<file path="config.mk">
export PLATFORM = sky130hd
export DESIGN_NAME = wb_decoder_n_flat
export DESIGN_NICKNAME = d
export VERILOG_FILES = /design/src/rtl/wb_decoder_n_if.sv /design/src/rtl/wb_decoder_n.sv /design/src/flat_wrapper.sv
export SDC_FILE = /design/constraint.sdc
export NUM_CORES = 1
export LEC_CHECK = 0
export CAP_MARGIN = 20
export CORE_AREA = 2 2 194 196
export DETAILED_ROUTE_END_ITERATION = 12
export DIE_AREA = 0 0 196 198
export MAX_ROUTING_LAYER = met4
export SLEW_MARGIN = 20
export SYNTH_ARGS = -nofsm -noshare
export SYNTH_HDL_FRONTEND = slang
export SYNTH_SLANG_ARGS = --single-unit
</file>
<file path="constraint.sdc">
create_clock -name clk -period 2.1 [get_ports clk]
set_input_delay 0.42 -clock clk [delete_from_list [all_inputs] [get_ports clk]]
set_output_delay 0.42 -clock clk [all_outputs]
set_load 0.05 [all_outputs]
</file>
<file path="src/rtl/wb_decoder_n_if.sv">
`default_nettype none
// wb_decoder_n_if: CPU-side and peripheral-side bus signals of the Wishbone decoder.
// The slave modport is the decoder's view; master is the surrounding system's view.
interface wb_decoder_n_if #(
  parameter int AW       = 32,
  parameter int DW       = 32,
  parameter int N_SLAVES = 8
);
  logic [AW-1:0]          m_addr_i;
  logic [DW-1:0]          m_data_i;
  logic                   m_we_i;
  logic [DW/8-1:0]        m_sel_i;
  logic                   m_stb_i;
  logic [DW-1:0]          m_data_o;
  logic                   m_ack_o;
  logic                   m_err_o;
  logic [AW-1:0]          s_addr_o;
  logic [DW-1:0]          s_data_o;
  logic                   s_we_o;
  logic [DW/8-1:0]        s_sel_o;
  logic [N_SLAVES-1:0]    s_stb_o;
  logic [N_SLAVES*DW-1:0] s_data_i;
  logic [N_SLAVES-1:0]    s_ack_i;

  modport slave (
    input  m_addr_i, m_data_i, m_we_i, m_sel_i, m_stb_i, s_data_i, s_ack_i,
    output m_data_o, m_ack_o, m_err_o, s_addr_o, s_data_o, s_we_o, s_sel_o, s_stb_o
  );

  modport master (
    output m_addr_i, m_data_i, m_we_i, m_sel_i, m_stb_i, s_data_i, s_ack_i,
    input  m_data_o, m_ack_o, m_err_o, s_addr_o, s_data_o, s_we_o, s_sel_o, s_stb_o
  );
endinterface
`default_nettype wire

</file>
<file path="src/rtl/wb_decoder_n.sv">
`default_nettype none
// wb_decoder_n: single-master Wishbone decoder to N slaves, one transfer at a time,
// with ack timeout, bus-error responses and saturating error statistics.
module wb_decoder_n #(
  parameter int            AW       = 32,
  parameter int            DW       = 32,
  parameter int            N_SLAVES = 8,
  parameter int            SEL_HI   = 31,
  parameter int            SEL_LO   = 28,
  parameter int            TIMEOUT  = 255,
  parameter logic [DW-1:0] ERR_DATA = '0
) (
  input  logic            clk,
  input  logic            rst,
  wb_decoder_n_if.slave   bus,
  output logic [AW-1:0]   err_addr_o,
  output logic [15:0]     err_cnt_o
);
  localparam int SW = SEL_HI - SEL_LO + 1;
  localparam int CW = (TIMEOUT > 0) ? $clog2(TIMEOUT + 1) : 1;
  localparam logic [N_SLAVES-1:0] STB_ONE = N_SLAVES'(1);
  localparam logic [CW-1:0]       CNT_MAX = CW'(TIMEOUT);

  typedef enum logic [1:0] {IDLE = 2'd0, BUSY = 2'd1, RESP = 2'd2, ERR = 2'd3} state_t;

  state_t                state_q, state_d;
  logic [SW-1:0]         slot_q, slot_d;
  logic [CW-1:0]         cnt_q, cnt_d;
  logic [AW-1:0]         addr_q, addr_d;
  logic [DW-1:0]         wdata_q, wdata_d;
  logic                  we_q, we_d;
  logic [DW/8-1:0]       sel_q, sel_d;
  logic [N_SLAVES-1:0]   stb_q, stb_d;
  logic [DW-1:0]         rdata_q, rdata_d;
  logic                  ack_q, ack_d;
  logic                  err_q, err_d;
  logic [AW-1:0]         err_addr_q, err_addr_d;
  logic [15:0]           err_cnt_q, err_cnt_d;

  logic [SW-1:0]         req_slot;
  logic                  req_hit;
  logic                  ack_sel;
  logic [DW-1:0]         rdata_sel;
  logic [15:0]           err_cnt_inc;

  assign req_slot    = bus.m_addr_i[SEL_HI:SEL_LO];
  assign req_hit     = int'(req_slot) < N_SLAVES;
  assign err_cnt_inc = (err_cnt_q == 16'hFFFF) ? err_cnt_q : err_cnt_q + 16'd1;

  // Only the latched slot's ack and data are visible; other slaves are ignored.
  always_comb begin
    ack_sel   = 1'b0;
    rdata_sel = '0;
    for (int k = 0; k < N_SLAVES; k++) begin
      if (int'(slot_q) == k) begin
        ack_sel   = bus.s_ack_i[k];
        rdata_sel = bus.s_data_i[k*DW +: DW];
      end
    end
  end

  always_comb begin
    state_d    = state_q;
    slot_d     = slot_q;
    cnt_d      = cnt_q;
    addr_d     = addr_q;
    wdata_d    = wdata_q;
    we_d       = we_q;
    sel_d      = sel_q;
    stb_d      = stb_q;
    rdata_d    = rdata_q;
    ack_d      = 1'b0;
    err_d      = 1'b0;
    err_addr_d = err_addr_q;
    err_cnt_d  = err_cnt_q;
    case (state_q)
      IDLE: begin
        if (bus.m_stb_i) begin
          addr_d  = bus.m_addr_i;
          wdata_d = bus.m_data_i;
          we_d    = bus.m_we_i;
          sel_d   = bus.m_sel_i;
          slot_d  = req_slot;
          cnt_d   = '0;
          if (req_hit) begin
            state_d = BUSY;
            stb_d   = STB_ONE << req_slot;
          end else begin
            state_d    = ERR;
            err_d      = 1'b1;
            rdata_d    = ERR_DATA;
            err_addr_d = bus.m_addr_i;
            err_cnt_d  = err_cnt_inc;
          end
        end
      end
      BUSY: begin
        // Ack is checked first so it beats a timeout landing in the same cycle.
        if (ack_sel) begin
          state_d = RESP;
          stb_d   = '0;
          ack_d   = 1'b1;
          rdata_d = rdata_sel;
        end else if (TIMEOUT != 0 && cnt_q == CNT_MAX) begin
          state_d    = ERR;
          stb_d      = '0;
          err_d      = 1'b1;
          rdata_d    = ERR_DATA;
          err_addr_d = addr_q;
          err_cnt_d  = err_cnt_inc;
        end else begin
          cnt_d = cnt_q + CW'(1);
        end
      end
      RESP:    state_d = IDLE;
      ERR:     state_d = IDLE;
      default: state_d = IDLE;
    endcase
  end

  always_ff @(posedge clk or negedge rst) begin
    if (!rst) begin
      state_q    <= IDLE;
      slot_q     <= '0;
      cnt_q      <= '0;
      addr_q     <= '0;
      wdata_q    <= '0;
      we_q       <= 1'b0;
      sel_q      <= '0;
      stb_q      <= '0;
      rdata_q    <= '0;
      ack_q      <= 1'b0;
      err_q      <= 1'b0;
      err_addr_q <= '0;
      err_cnt_q  <= '0;
    end else begin
      state_q    <= state_d;
      slot_q     <= slot_d;
      cnt_q      <= cnt_d;
      addr_q     <= addr_d;
      wdata_q    <= wdata_d;
      we_q       <= we_d;
      sel_q      <= sel_d;
      stb_q      <= stb_d;
      rdata_q    <= rdata_d;
      ack_q      <= ack_d;
      err_q      <= err_d;
      err_addr_q <= err_addr_d;
      err_cnt_q  <= err_cnt_d;
    end
  end

  assign bus.m_data_o = rdata_q;
  assign bus.m_ack_o  = ack_q;
  assign bus.m_err_o  = err_q;
  assign bus.s_addr_o = addr_q;
  assign bus.s_data_o = wdata_q;
  assign bus.s_we_o   = we_q;
  assign bus.s_sel_o  = sel_q;
  assign bus.s_stb_o  = stb_q;
  assign err_addr_o   = err_addr_q;
  assign err_cnt_o    = err_cnt_q;

endmodule
`default_nettype wire

</file>
<file path="src/flat_wrapper.sv">
// flat-port wrapper written by rule: the top's interface ports become plain ports
module wb_decoder_n_flat 
#(
  parameter int            AW       = 32,
  parameter int            DW       = 32,
  parameter int            N_SLAVES = 8,
  parameter int            SEL_HI   = 31,
  parameter int            SEL_LO   = 28,
  parameter int            TIMEOUT  = 255,
  parameter logic [DW-1:0] ERR_DATA = '0
)
  (clk, rst, err_addr_o, err_cnt_o, bus_m_addr_i, bus_m_data_i, bus_m_we_i, bus_m_sel_i, bus_m_stb_i, bus_s_data_i, bus_s_ack_i, bus_m_data_o, bus_m_ack_o, bus_m_err_o, bus_s_addr_o, bus_s_data_o, bus_s_we_o, bus_s_sel_o, bus_s_stb_o);
  wb_decoder_n_if #(.AW(AW), .DW(DW), .N_SLAVES(N_SLAVES)) bus_i ();
  input  logic clk;
  input  logic rst;
  output logic [AW-1:0] err_addr_o;
  output logic [15:0] err_cnt_o;
  input wire logic [$bits(bus_i.m_addr_i)-1:0] bus_m_addr_i;
  input wire logic [$bits(bus_i.m_data_i)-1:0] bus_m_data_i;
  input wire logic [$bits(bus_i.m_we_i)-1:0] bus_m_we_i;
  input wire logic [$bits(bus_i.m_sel_i)-1:0] bus_m_sel_i;
  input wire logic [$bits(bus_i.m_stb_i)-1:0] bus_m_stb_i;
  input wire logic [$bits(bus_i.s_data_i)-1:0] bus_s_data_i;
  input wire logic [$bits(bus_i.s_ack_i)-1:0] bus_s_ack_i;
  output wire logic [$bits(bus_i.m_data_o)-1:0] bus_m_data_o;
  output wire logic [$bits(bus_i.m_ack_o)-1:0] bus_m_ack_o;
  output wire logic [$bits(bus_i.m_err_o)-1:0] bus_m_err_o;
  output wire logic [$bits(bus_i.s_addr_o)-1:0] bus_s_addr_o;
  output wire logic [$bits(bus_i.s_data_o)-1:0] bus_s_data_o;
  output wire logic [$bits(bus_i.s_we_o)-1:0] bus_s_we_o;
  output wire logic [$bits(bus_i.s_sel_o)-1:0] bus_s_sel_o;
  output wire logic [$bits(bus_i.s_stb_o)-1:0] bus_s_stb_o;
  assign bus_i.m_addr_i = bus_m_addr_i;
  assign bus_i.m_data_i = bus_m_data_i;
  assign bus_i.m_we_i = bus_m_we_i;
  assign bus_i.m_sel_i = bus_m_sel_i;
  assign bus_i.m_stb_i = bus_m_stb_i;
  assign bus_i.s_data_i = bus_s_data_i;
  assign bus_i.s_ack_i = bus_s_ack_i;
  assign bus_m_data_o = bus_i.m_data_o;
  assign bus_m_ack_o = bus_i.m_ack_o;
  assign bus_m_err_o = bus_i.m_err_o;
  assign bus_s_addr_o = bus_i.s_addr_o;
  assign bus_s_data_o = bus_i.s_data_o;
  assign bus_s_we_o = bus_i.s_we_o;
  assign bus_s_sel_o = bus_i.s_sel_o;
  assign bus_s_stb_o = bus_i.s_stb_o;
  wb_decoder_n #(.AW(AW), .DW(DW), .N_SLAVES(N_SLAVES), .SEL_HI(SEL_HI), .SEL_LO(SEL_LO), .TIMEOUT(TIMEOUT), .ERR_DATA(ERR_DATA)) u_core (.clk(clk), .rst(rst), .bus(bus_i), .err_addr_o(err_addr_o), .err_cnt_o(err_cnt_o));
endmodule
</file>
Word level (Yosys, flattened, before mapping)
Index checks and enable logic that the tools add are counted.
- output and inout port bits: 159
- logic and storage cells: 99
- flip-flop bits (word level): 173
- multiplexer cells: 53
- reduce and logical (&&, ||, !) cells: 10
- add/sub/neg operators: 2
- order comparisons: 1
- shift operators: 1
- equality and inequality tests: 19
- operators with widths (kind ; number):
    32-bit two-way mux ; 16
    32-bit one-hot mux with 2 select lines ; 2
    16-bit two-way mux ; 5
    8-bit two-way mux ; 7
    16-bit one-hot mux with 2 select lines ; 1
    8-bit one-hot mux with 2 select lines ; 2
    16-bit by 1-bit adder with 16-bit output, second input constant ; 1
    16-bit == test, second input constant ; 1
    4-bit == test, second input constant ; 4
    1-bit two-way mux ; 14
    4-bit AND reduction ; 3
    8-bit by 1-bit adder with 8-bit output, second input constant ; 1
    4-bit by 3-bit == test with 1-bit output, second input constant ; 2
    8-bit == test, second input constant ; 1
    2-bit two-way mux ; 4
    2-bit != test, second input constant ; 4
    1-bit by 4-bit left shift with 8-bit output, first input constant ; 1
    2-bit one-hot mux with 3 select lines ; 1
    5-bit AND reduction ; 1
    2-bit == test, second input constant ; 2
    4-bit by 2-bit == test with 1-bit output, second input constant ; 1
    4-bit logical NOT ; 1
    4-bit less-than comparator, second input constant ; 1
    2-bit by 1-bit != test with 1-bit output, second input constant ; 2
    7 further kinds ; 8

Longest topological paths before layout
Gate-level depths: netlist of run 1.
- depth after elaboration: 11
- depth in mapped cells: 11

Worst setup path after synthesis of run 1
Ideal clock, no wire load.
- path type: flip-flop to flip-flop
- start: reg u_core.err_cnt_q[0], in the netlist u_core.err_cnt_o[0]
- end: reg u_core.err_cnt_q[13], in the netlist u_core.err_cnt_o[13]
- path buffers: 2
- data arrival time: 2.146 ns
- required time: 1.959 ns
- library setup time: 0.141 ns
- setup slack: -0.188 ns
- stages on the path, launching flop included: 11
- cells stage by stage: dfrtp_1 ha_1 and3_1 and3_1 clkbuf_1 nand4_1 o2111ai_1 nand2_2 buf_6 nand4_1 xnor2_1
- cells in the longest elaborated chain, start to end: 5
- ends and longest elaborated chain (what ; line ; text):
    start: declaration ; wb_decoder_n.sv:38 ; logic [15:0] err_cnt_q, err_cnt_d;
    start signal: assignment ; wb_decoder_n.sv:149 ; err_cnt_q <= err_cnt_d;
    16-bit by 1-bit adder with 16-bit output or 16-bit == test (tied branches) ; wb_decoder_n.sv:48 ; assign err_cnt_inc = (err_cnt_q == 16'hFFFF) ? err_cnt_q : err_cnt_q + 16'd1;
    16-bit two-way mux (*) ; wb_decoder_n.sv:48 ;
    16-bit two-way mux (on tied branches) ; wb_decoder_n.sv:104, wb_decoder_n.sv:85 ;
    16-bit two-way mux (on tied branches) ; wb_decoder_n.sv:99, wb_decoder_n.sv:78 ;
    16-bit one-hot mux with 2 select lines (*) ; wb_decoder_n.sv:76 ; case (state_q)
Every way passes the cells marked *; elsewhere a longest branch is shown, timed or not. The select of a mux whose other input is x is not followed.
A chain may end at the register's enable or synchronous reset.

==> results of run 1 <==
## per-layer routing
metal | part of all wire, % | global-route usage, % | vias up
li1 | - | - | 4707
met1 | 39 | 24.9 | 4797
met2 | 49 | 34.7 | 399
met3 | 8.9 | 7.12 | 46
met4 | 2.5 | 7.69 | 0
met5 | 0 | - | -
## worst max-delay path: cells and delay by family, from the launching register on
family | cells | cell delay, ps
simple gates | 1 | 100
compound gates | 4 | 560
flops | 1 | 560
mux | 2 | 430
buf+inv | 3 | 450
## through the flow
| step | worst slack, ps | hold slack [ps] | total power (uW) | TNS, ps | utilization (%) |
|---|---|---|---|---|---|
| 4_1_cts | -101 | 479 | 24000 | -3950 | 43.8 |
| 5_1_grt | -183 | 482 | 25400 | -12890 | 44.8 |
| 3_3_place_gp | -422 | 419 | 19900 | -30130 | 41.3 |
| 2_1_floorplan | -20.4 | 124 | 14300 | -143 | - |
| 3_5_place_dp | -408 | 429 | 20100 | -31550 | 41.3 |
| 6_report | -131 | 472 | 24100 | -6980 | 44.8 |
## power by group through the flow
stage | sequential (uW) | clock (uW) | combinational, uW
finish | 5280 | 3270 | 15600
global route | 5440 | 3500 | 16500
CTS | 5250 | 3390 | 15300
detailed placement | 5270 | 0 | 14800
global placement | 5220 | 0 | 14700
floorplan | 9020 | 0 | 5260
## synth_stat cells, types with 2 or more instances
cell type	n
mux2_4	8
ha_1	2
nor2_1	12
nand3_1	6
a32o_1	31
o21ai_0	33
buf_2	17
buf_4	7
a21oi_1	73
mux2i_1	94
nand2_1	316
inv_1	6
nor4b_1	2
a21oi_4	2
nand4_1	10
and3_1	7
dfrtp_1	169
buf_1	3
xnor2_1	13
a221oi_1	31
o21ai_2	2
nor2b_1	5
mux2_2	2
xor2_1	5
nor4_1	2
o21ai_1	41
nand2b_1	8
nor3_1	6
or3_1	4
clkbuf_1	55
o22ai_1	32
buf_6	3
## registers in the layout, indices dropped and copies added, names as in the netlist
signal               cells
u_core.bus.m_ack_o       1
u_core.bus.m_err_o       1
u_core.slot_q            1
u_core.bus.s_we_o        1
u_core.bus.s_addr_o     31
u_core.err_cnt_o        16
u_core.bus.s_sel_o       4
u_core.err_addr_o       32
u_core.bus.s_stb_o       8
u_core.cnt_q             8
u_core.bus.s_data_o     32
u_core.state_q           2
u_core.bus.m_data_o     32
## how the worst max path moves through the flow
stage | startpoint | end | slack (ps) | cells after the start
2_1_floorplan | u_core.err_cnt_o[0] | u_core.err_cnt_o[10] | -20 | 10
3_3_place_gp | bus_s_ack_i[2] | u_core.bus.s_stb_o[3] | -420 | 8
3_5_place_dp | bus_s_ack_i[2] | u_core.bus.s_stb_o[5] | -410 | 8
4_1_cts | u_core.bus.s_addr_o[28] | u_core.err_addr_o[23] | -100 | 11
5_1_grt | u_core.bus.s_addr_o[28] | u_core.err_addr_o[22] | -180 | 12
6_report | u_core.bus.s_addr_o[28] | u_core.bus.s_stb_o[6] | -130 | 10
## cells by family (layout without fill, tap and decap cells)
| family | Yosys count | in the layout | share of synthesized area (%) |
|---|---|---|---|
| AOI/OAI and AO/OA | 254 | 254 | 18.1 |
| xor gates and xnor gates | 18 | 18 | 1.72 |
| adders and majority gates | 2 | 2 | 0.273 |
| buffers and inverters | 92 | 640 | 4.53 |
| DFF | 169 | 169 | 46.1 |
| muxes | 105 | 105 | 12.1 |
| other | 0 | 16 | 0 |
| and+or+nand+nor | 384 | 384 | 17.2 |
## cell type report
class | count | area (um^2)
multi-input combinational | 763 | 4830
tap | 474 | 593
fill | 3575 | 20400
sequential | 169 | 4240
clock inverter | 13 | 140
inverter | 7 | 28.8
clock buffer | 19 | 453
antenna | 16 | 40.0
timing repair buffer | 601 | 6250
## what timing repair did
item / in CTS / in global routing
hold endpoints to repair: 44 / 0
endpoints found under the setup margin: 122 / 131
hold buffers: 1 / 0
gates cloned: 3 / 5
pin swaps: 18 / 20
buffers inserted: 11 / 3
resized for setup: 62 / 77
==> summary.txt, run 1 <==
Timing
  • Max Fclk: 0.448 GHz
  • Slew @ Worst Pin: 577 ps
  • Final worst slack: -131 ps
  • Min Tclk post-route: 2230 ps
  • Final setup skew: 11.8 ps
  • RSZ-0062 raised after global routing: yes
  • Hold Vio Cnt, Final: 0
  • Endpoints failing setup: 78
  • Max Transition Viols Final: 0
  • Max_slew headroom: 61.5%
  • Period utilisation layout: 106%

Setup path
  • Worst Setup End Kind: flip-flop
  • Crit Path Category: flip-flop to flip-flop
  • Cells along the critical path: buf_6 > mux2i_1 > a21oi_2 > nand2_2 > buf_4 > o21ai_4 > o21ai_4 > a21oi_4 > buf_12 > mux2_4
  • CP peak stage delay: 560 ps
  • CP Launch Type: flip-flop
  • RR Startpoint: u_core.bus.s_addr_o[28]
  • Critical path arrival: 2550 ps
  • Worst r2r dst: u_core.bus.s_stb_o[6]
  • Worst R2R Setup Slack: -130 ps
  • CP max FO: 8
  • CP required: 2420 ps
  • FF-to-FF path depth: 10
  • Slowest CP cell: dfrtp_4
  • Most used cell along the critical path: o21ai_4

Floorplanning
  • Io pins: 495
  • Die height: 198 um
  • Area of the core: 37,000 um^2
  • Rows: 71
  • Horiz. Die Dim: 196 um
  • Die area: 38,800 um^2
  • Starting Density: 24.8%

Route
  • Detail Route Antenna Nets: 0
  • Drt first-iter violations: 409
  • DRC Markers: 0
  • DRT Pass-1 Iters: 5
  • Drt wl/cell: 20.4 um
  • Vias: 9,949
  • Routed Wire Length: 42,100 um
  • Via/cell ratio: 4.82

Worst hold path
  • Worst hold path type: flip-flop to flip-flop
  • Worst Hold Depth: 2
  • Hold wc startpoint: u_core.bus.s_data_o[20]
  • Hold Path End: u_core.bus.s_data_o[20]

GRT
  • All-Layer GR Usage: 21.5%
  • Gr ovfl total: 0
  • Largest net degree at the start of global routing: 55
  • First-pass GRT wire length: 61,300 um
  • Antenna violations before repair: 16
  • Number of global-route vias before repair: 10,045

Logic synthesis
  • Syn. warnings: 0
  • Top-area cell type share of the netlist area: 46.1%
  • FF+latch count, synth: 169
  • Seq/Total Area, Yosys: 46.1%
  • Post-synth EDFFs: 0
  • Syn Area/Cell: 8.96 um^2
  • Mapped Area: 9170 um^2
  • Top_reg_cell synth: dfrtp_1
  • Dominant cells by area after synthesis: dfrtp_1, nand2_1, mux2i_1
  • Async SR Flop Fraction: 100%
  • Net Count, Synth: 1,362
  • Synth area leader: dfrtp_1
  • Mapped Cells: 1,024
  • Distinct cells, synth: 49

CTS
  • CTS tree: yes
  • Root Buffer: clkbuf_16
  • Clk_lat worst skew: 440 ps
  • CTS sink cnt: 169
  • Clock Tree Buf Depth: 2
  • H-tree levels: 4
  • Clk slew on worst S/H paths: 70 ps
  • TritonCTS buffer count: 17

Placement
  • Port Buffers: 494
  • Routability cong.: 0.934
  • Cell Area, Placed: 15,200 um^2
  • DP Cell Count: 1,992
  • Final HPWL DP: 31,200 um

Power and ir drop
  • P_sw: 11,800 uW
  • Flop pwr share: 21.9%
  • PD cells: 1450 nW/um^2
  • Max IR drop VDD: 1020 uV
  • Comb power frac: 64.5%
  • Pint: 12,300 uW
  • Clk pwr share: 13.6%
  • Switching Fraction: 49.1%
  • P_leak: 0.00763 uW

Layout
  • Post-route cell area: 16,600 um^2
  • Nets: 1,897
  • Commonest cells after routing, fill and taps aside: clkdlybuf4s50_1, nand2_1, dfrtp_1
  • Fin cells: 2,062
  • Area grow syn2layout: 80.7%
  • Most common cell after layout, fill and taps aside: clkdlybuf4s50_1
  • Layout cells sized above 1: 16.0%

Job
  • Max-Cap Viols: 0

Status
  • Status: complete, but fails checks
  • Failing checks: negative setup slack
No activity file was read; power rests on OpenSTA's default activity.
==> inputs of run 2 (changes only) <==
--- a/config.mk
+++ b/config.mk
@@ -10,7 +10,6 @@
 export DETAILED_ROUTE_END_ITERATION = 12
 export DIE_AREA = 0 0 196 198
 export MAX_ROUTING_LAYER = met4
-export SLEW_MARGIN = 20
 export SYNTH_ARGS = -nofsm -noshare
 export SYNTH_HDL_FRONTEND = slang
 export SYNTH_SLANG_ARGS = --single-unit
==> results of run 2 <==
Final layout, timing and power as in run 1 (identical DEF).
